## src/rtl/lsf_engine_scheduler.sv

```systemverilog
// lsf_engine_scheduler
// Hands each incoming ROI word to a free Legendre segment-finder engine in
// round-robin order, steers that ROI's MDT hit train to the chosen engine,
// closes the event with a one-cycle eof pulse and tracks per-engine busy
// state until the engine reports its result. ROIs that find every engine
// busy are dropped and counted.
// Optional feature: define LSF_SCHED_TIMEOUT_EN to add a per-engine busy
// watchdog (TIMEOUT cycles) that frees a stuck engine and raises the sticky
// err_timeout flag. Without it err_timeout is tied low.
module lsf_engine_scheduler #(
  parameter int NUM_ENGINES = 3,
  parameter int ROI_W       = 64,
  parameter int HIT_W       = 32,
  parameter int MAX_HITS    = 32,
  parameter int TIMEOUT     = 1024
) (
  input  logic                   clock,
  input  logic                   reset,
  input  logic [ROI_W-1:0]       roi,
  input  logic                   roi_we,
  input  logic [HIT_W-1:0]       mdt_hit,
  input  logic                   mdt_hit_we,
  input  logic                   hits_last,
  input  logic [NUM_ENGINES-1:0] eng_done,
  output logic [ROI_W-1:0]       eng_roi,
  output logic [NUM_ENGINES-1:0] eng_roi_we,
  output logic [HIT_W-1:0]       eng_hit,
  output logic [NUM_ENGINES-1:0] eng_hit_we,
  output logic [NUM_ENGINES-1:0] eng_eof,
  output logic [NUM_ENGINES-1:0] eng_busy,
  output logic                   roi_drop,
  output logic [15:0]            drop_count,
  output logic                   err_timeout
);

  localparam int SEL_W = (NUM_ENGINES > 1) ? $clog2(NUM_ENGINES) : 1;
  localparam int CNT_W = $clog2(MAX_HITS + 1);

  if (NUM_ENGINES < 1 || NUM_ENGINES > 8) begin : g_bad_num_engines
    $error("lsf_engine_scheduler: NUM_ENGINES must be in 1..8");
  end
  if (MAX_HITS < 1 || TIMEOUT < 1) begin : g_bad_limits
    $error("lsf_engine_scheduler: MAX_HITS and TIMEOUT must be positive");
  end

  typedef enum logic [1:0] {
    IDLE    = 2'd0,
    STREAM  = 2'd1,
    CLOSE   = 2'd2,
    DISCARD = 2'd3
  } state_t;

  state_t                 state, state_n;
  logic [SEL_W-1:0]       ptr, ptr_n;
  logic [SEL_W-1:0]       sel, sel_n;
  logic [CNT_W-1:0]       hit_cnt, hit_cnt_n;
  logic                   close_discard, close_discard_n;
  logic                   pend_vld, pend_vld_n;
  logic [ROI_W-1:0]       pend_roi, pend_roi_n;
  logic [NUM_ENGINES-1:0] busy_n;
  logic [NUM_ENGINES-1:0] busy_kept;
  logic [NUM_ENGINES-1:0] free;
  logic [NUM_ENGINES-1:0] expire;
  logic                   found;
  logic [SEL_W-1:0]       win;
  logic                   drop_inc;
  logic [ROI_W-1:0]       eng_roi_d;
  logic [NUM_ENGINES-1:0] eng_roi_we_d;
  logic [HIT_W-1:0]       eng_hit_d;
  logic [NUM_ENGINES-1:0] eng_hit_we_d;
  logic [NUM_ENGINES-1:0] eng_eof_d;

`ifdef LSF_SCHED_TIMEOUT_EN
  localparam int TO_W = (TIMEOUT > 1) ? $clog2(TIMEOUT) : 1;

  logic [TO_W-1:0] to_cnt [NUM_ENGINES];
  logic            err_q;

  // An engine whose busy time reaches TIMEOUT cycles is treated as finished
  always_comb begin
    expire = '0;
    for (int i = 0; i < NUM_ENGINES; i++) begin
      expire[i] = eng_busy[i] && (to_cnt[i] == TO_W'(TIMEOUT - 1));
    end
  end

  // Per-engine busy watchdog counters and the sticky timeout flag
  always_ff @(posedge clock or posedge reset) begin
    if (reset) begin
      for (int i = 0; i < NUM_ENGINES; i++) begin
        to_cnt[i] <= '0;
      end
      err_q <= 1'b0;
    end else begin
      for (int i = 0; i < NUM_ENGINES; i++) begin
        if (!eng_busy[i] || eng_done[i] || expire[i]) begin
          to_cnt[i] <= '0;
        end else begin
          to_cnt[i] <= to_cnt[i] + 1'b1;
        end
      end
      if (|(expire & ~eng_done)) begin
        err_q <= 1'b1;
      end
    end
  end

  assign err_timeout = err_q;
`else
  assign expire      = '0;
  assign err_timeout = 1'b0;
`endif

  // Engines released this cycle (done or watchdog) count as free right away
  assign busy_kept = eng_busy & ~eng_done & ~expire;
  assign free      = ~busy_kept;

  // Round-robin search for the first free engine starting at the pointer
  always_comb begin
    found = 1'b0;
    win   = '0;
    for (int k = 0; k < NUM_ENGINES; k++) begin
      if (!found && free[(int'(ptr) + k) % NUM_ENGINES]) begin
        found = 1'b1;
        win   = SEL_W'((int'(ptr) + k) % NUM_ENGINES);
      end
    end
  end

  // Next-state, bookkeeping and registered-output staging for the event FSM
  always_comb begin
    state_n         = state;
    ptr_n           = ptr;
    sel_n           = sel;
    hit_cnt_n       = hit_cnt;
    close_discard_n = close_discard;
    pend_vld_n      = pend_vld;
    pend_roi_n      = pend_roi;
    busy_n          = busy_kept;
    drop_inc        = 1'b0;
    eng_roi_d       = eng_roi;
    eng_roi_we_d    = '0;
    eng_hit_d       = eng_hit;
    eng_hit_we_d    = '0;
    eng_eof_d       = '0;

    case (state)
      IDLE: begin
        // A parked ROI is serviced first; a fresh roi_we then takes its slot
        if (pend_vld || roi_we) begin
          if (pend_vld) begin
            pend_vld_n = roi_we;
            if (roi_we) begin
              pend_roi_n = roi;
            end
          end
          if (found) begin
            sel_n              = win;
            ptr_n              = (win == SEL_W'(NUM_ENGINES - 1)) ? '0 : win + 1'b1;
            busy_n[win]        = 1'b1;
            eng_roi_we_d[win]  = 1'b1;
            eng_roi_d          = pend_vld ? pend_roi : roi;
            hit_cnt_n          = '0;
            close_discard_n    = 1'b0;
            state_n            = STREAM;
          end else begin
            drop_inc = 1'b1;
            state_n  = DISCARD;
          end
        end
      end

      STREAM: begin
        if (mdt_hit_we) begin
          eng_hit_we_d[sel] = 1'b1;
          eng_hit_d         = mdt_hit;
          hit_cnt_n         = hit_cnt + 1'b1;
        end
        if (roi_we) begin
          state_n         = CLOSE;
          close_discard_n = 1'b0;
        end else if (mdt_hit_we) begin
          if (hits_last) begin
            state_n         = CLOSE;
            close_discard_n = 1'b0;
          end else if (hit_cnt == CNT_W'(MAX_HITS - 1)) begin
            state_n         = CLOSE;
            close_discard_n = 1'b1;
          end
        end
      end

      CLOSE: begin
        eng_eof_d[sel] = 1'b1;
        if (close_discard && !(mdt_hit_we && hits_last)) begin
          state_n = DISCARD;
        end else begin
          state_n = IDLE;
        end
      end

      DISCARD: begin
        if (mdt_hit_we && hits_last) begin
          state_n = IDLE;
        end
      end

      default: begin
        state_n = IDLE;
      end
    endcase

    // Outside IDLE a new ROI waits in the one-deep pending slot, or is dropped
    if (state != IDLE && roi_we) begin
      if (pend_vld) begin
        drop_inc = 1'b1;
      end else begin
        pend_vld_n = 1'b1;
        pend_roi_n = roi;
      end
    end
  end

  // State, pointer, busy flags, drop counter and all registered outputs
  always_ff @(posedge clock or posedge reset) begin
    if (reset) begin
      state         <= IDLE;
      ptr           <= '0;
      sel           <= '0;
      hit_cnt       <= '0;
      close_discard <= 1'b0;
      pend_vld      <= 1'b0;
      pend_roi      <= '0;
      eng_busy      <= '0;
      eng_roi       <= '0;
      eng_roi_we    <= '0;
      eng_hit       <= '0;
      eng_hit_we    <= '0;
      eng_eof       <= '0;
      roi_drop      <= 1'b0;
      drop_count    <= '0;
    end else begin
      state         <= state_n;
      ptr           <= ptr_n;
      sel           <= sel_n;
      hit_cnt       <= hit_cnt_n;
      close_discard <= close_discard_n;
      pend_vld      <= pend_vld_n;
      pend_roi      <= pend_roi_n;
      eng_busy      <= busy_n;
      eng_roi       <= eng_roi_d;
      eng_roi_we    <= eng_roi_we_d;
      eng_hit       <= eng_hit_d;
      eng_hit_we    <= eng_hit_we_d;
      eng_eof       <= eng_eof_d;
      roi_drop      <= drop_inc;
      if (drop_inc && drop_count != 16'hFFFF) begin
        drop_count <= drop_count + 16'd1;
      end
    end
  end

endmodule

```

## config.mk

```make
export PLATFORM = sky130hd
export DESIGN_NAME = lsf_engine_scheduler
export DESIGN_NICKNAME = d
export VERILOG_FILES = /design/src/rtl/lsf_engine_scheduler.sv
export SDC_FILE = /design/constraint.sdc
export NUM_CORES = 1
export LEC_CHECK = 0
export ABC_AREA = 1
export CAP_MARGIN = 20
export CORE_ASPECT_RATIO = 1.5
export CORE_MARGIN = 1
export CORE_UTILIZATION = 45
export CTS_CLUSTER_DIAMETER = 100
export DETAILED_ROUTE_END_ITERATION = 16
export HOLD_SLACK_MARGIN = 0.1
export MAX_ROUTING_LAYER = met4
export PLACE_DENSITY = 0.73
export SETUP_SLACK_MARGIN = 0.2
export SYNTH_ARGS = -nofsm -noshare
export SYNTH_HDL_FRONTEND = slang
export SYNTH_SLANG_ARGS = --single-unit
```

## constraint.sdc

```tcl
create_clock -name clock -period 7.5 [get_ports clock]
set_clock_uncertainty 0.15 [all_clocks]
set_input_delay 1.125 -clock clock [delete_from_list [all_inputs] [get_ports clock]]
set_output_delay 1.125 -clock clock [all_outputs]
set_load 0.02 [all_outputs]
```

==> metrics.yaml <==
yosysTopAreaCell: "dfrtp_1"
maxSlewViolCount: 0
diodes: 0
drive_gt1_share_pct: 7.21
ys_seq_elements: 203
ant_nets: 0
fin_crit_sh_pct: 49.9
post_cts_buffers: 0
power_density_mw_per_mm2: 454
setup_viol: 0
ir_worst_vdd_v: 0.000252
path_class: "primary input to register"
viasPerCell: 4.89
synthCells: 1066
first_iter_violations: 506
cp_cell_sequence: "clkdlybuf4s50_1, inv_1, nand2_1, nand2_1, nand3_1, nor2_2, nand2_1, nand3_2, buf_4, inv_2, buf_4, nand2_1, o21ai_0"
cpPeakStageDelay_ps: 590
worst_setup_path_start_kind: "primary input"
instances_no_fill: 1549
syn_avg_cell_area_um2: 8.53
switching_share_pct: 40.2
cts_made_buffers: 22
die_area_mm2: 0.0208
min_period_ps: 3740
grt_max_degree: 129
antenna_found_initial: 0
nets: 1383
dpl.cell_count: 1509
wl_mm: 22.3
grt_use_total_pct: 22.5
grt_first_pass_wirelength_mm: 36.8
cp_slowest_cell: "buf_4"
seqPwrFrac_pct: 33.0
grt_overflow: 0
worst_slew_pin_slew_ps: 958
cp.arrival_ps: 3960
clk_path_buf_depth: 3
ys_types: 30
area_growth_syn_to_layout_pct: 34.8
maxCapViolCount: 0
crit_path_frequent_cell: "nand2_1"
final_cell_mix: "351 x nand2_1, 228 x clkdlybuf4s50_1, 203 x dfrtp_1"
route.vias.total: 7576
dp.final_hpwl_mm: 15.0
run_status: "finished, final reports clean"
setup_tns_ps: 0
die_y_um: 176
cts_tree: "done"
syn-cell-area_mm2: 0.00909
rsz0062_at_grt: "false"
grt_pass1_vias: 7526
io_buffers: 228
synth_nets: 1175
holdWs_ps: 324
drc: 0
slew_headroom_pct: 36.1
finalWeightedCongestion: 0.904
power.static_leakage_nw: 5.95
wire_per_inst_um: 14.4
hold_viol: 0
p_comb_share_pct: 47.1
final_common_cell: "nand2_1"
fmax_mhz: 267
ios: 230
p_clk_share_pct: 20.0
dr.pass1.iters: 5
switching_power_w: 0.00224
row_count: 63
cts-root-buf: "clkbuf_16"
cts_max_level: 1
fp.dieW_um: 118
synth.top_cell.area_share_pct: 55.9
critical_path.max_fanout: 69
yosys_warnings: 0
min_path_type: "register to register"
clkTransAtPathRegs_ps: 60
start_util_pct: 45.9
ys_seq_area_share_pct: 55.9
postCtsHoldBufs: 0
endpoint_kind: "register"
postCtsResizedCells: 0
clock_latency_ps: 500
core_area_mm2: 0.0198
cp.required_ps: 7720
numClockSinks: 203
internal_power_w: 0.00332
yosys-top-cells-area: "dfrtp_1 56%, nand2_1 14%, inv_1 4.1%"
power by group through the flow:
| stage | clock network (W) | logic [W] | registers [W] |
|---|---|---|---|
| floorplan | 0 | 0.00136 | 0.00216 |
| global placement | 0 | 0.00257 | 0.00183 |
| detailed placement | 0 | 0.00262 | 0.00185 |
| CTS | 0.00114 | 0.00263 | 0.00184 |
| global route | 0.00118 | 0.00291 | 0.00189 |
| finish | 0.00111 | 0.00262 | 0.00183 |
sequential cells by signal, indices dropped and copies added (netlist names):
name,flops
state,2
pend_roi,64
eng_roi,64
drop_count,16
pend_vld,1
eng_busy,3
hit_cnt,6
sel,2
roi_drop,1
ptr,2
eng_hit,32
eng_hit_we,3
eng_eof,3
close_discard,1
eng_roi_we,3
synthesized netlist by cell type:
| cell | instances |
|---|---|
| and3_1 | 1 |
| nor3_1 | 5 |
| nor3_2 | 1 |
| nand2_2 | 3 |
| clkbuf_1 | 12 |
| buf_6 | 5 |
| a32oi_1 | 1 |
| buf_2 | 27 |
| conb_1 | 1 |
| nand2_1 | 351 |
| inv_2 | 4 |
| nor2_1 | 92 |
| nand4_1 | 7 |
| nand2_4 | 1 |
| xor2_1 | 12 |
| nand3b_1 | 3 |
| ha_1 | 5 |
| inv_1 | 99 |
| o21ai_0 | 71 |
| or2_2 | 3 |
| nor2_2 | 4 |
| xnor2_1 | 4 |
| dfrtp_1 | 203 |
| nand3_2 | 1 |
| buf_4 | 5 |
| buf_1 | 1 |
| mux2_2 | 32 |
| a21oi_1 | 67 |
| o21ai_1 | 3 |
| nand3_1 | 42 |
critical path: cells and delay by family:
| kind | cells | cell delay, ps |
|---|---|---|
| and+or+nand+nor | 7 | 740 |
| buffers and inverters | 5 | 1960 |
| AOI/OAI and AO/OA | 1 | 90 |
through the flow:
stage	utilization (%)	power [W]	worst slack (ps)	area, um2
after floorplan	-	0.00352	686	9090
after global placement	58.0	0.00440	3270	11500
after detailed placement	58.0	0.00447	3250	11500
after CTS	61.8	0.00561	3780	12200
after global routing	61.9	0.00598	3490	12300
final	61.9	0.00556	3760	12300
metal layers:
metal / global-route usage (%) / vias to the layer above / part of all wire, % / wire [um]
li1: - / 3740 / - / -
met1: 26.7 / 3596 / 41 / 9110
met2: 39.0 / 190 / 52 / 11600
met3: 3.17 / 50 / 4.3 / 959
met4: 8.01 / 0 / 2.8 / 633
met5: - / - / 0 / 0
final cells by class:
class / count / area [um2]
clock buffers: 31 / 656
clock inverters: 8 / 96.3
fillers: 1727 / 7530
inverters: 103 / 395
multi-input cells: 710 / 3360
flip-flops and latches: 203 / 5080
well taps: 260 / 325
repair buffers: 234 / 2350
worst paths after layout:
check                       startpoint           to  slack [ps]  cells past startpoint
max                        eng_done[1]       sel[1]        3760                     13
min                        eng_roi[57]  eng_roi[57]         320                      2
max reg2reg                     ptr[0]       sel[1]        4050                     14
min reg2reg                eng_roi[57]  eng_roi[57]         320                      2
max in group asynchronous        reset  eng_roi[41]        4600                      3
min in group asynchronous        reset  eng_roi[11]        1050                      2
logic make-up after synthesis:
group                    Yosys count  share of synthesized area, %
adder cells (fa/ha/maj)            5                         0.688
flip-flops                       203                          55.9
XOR/XNOR                          16                          1.54
AND/OR/NAND/NOR                  514                          22.7
AO/OA/AOI/OAI                    142                          7.86
other                              1                        0.0413
multiplexers                      32                          3.96
buffers and inverters            153                          7.31
Power figures use the tool's default switching activity.
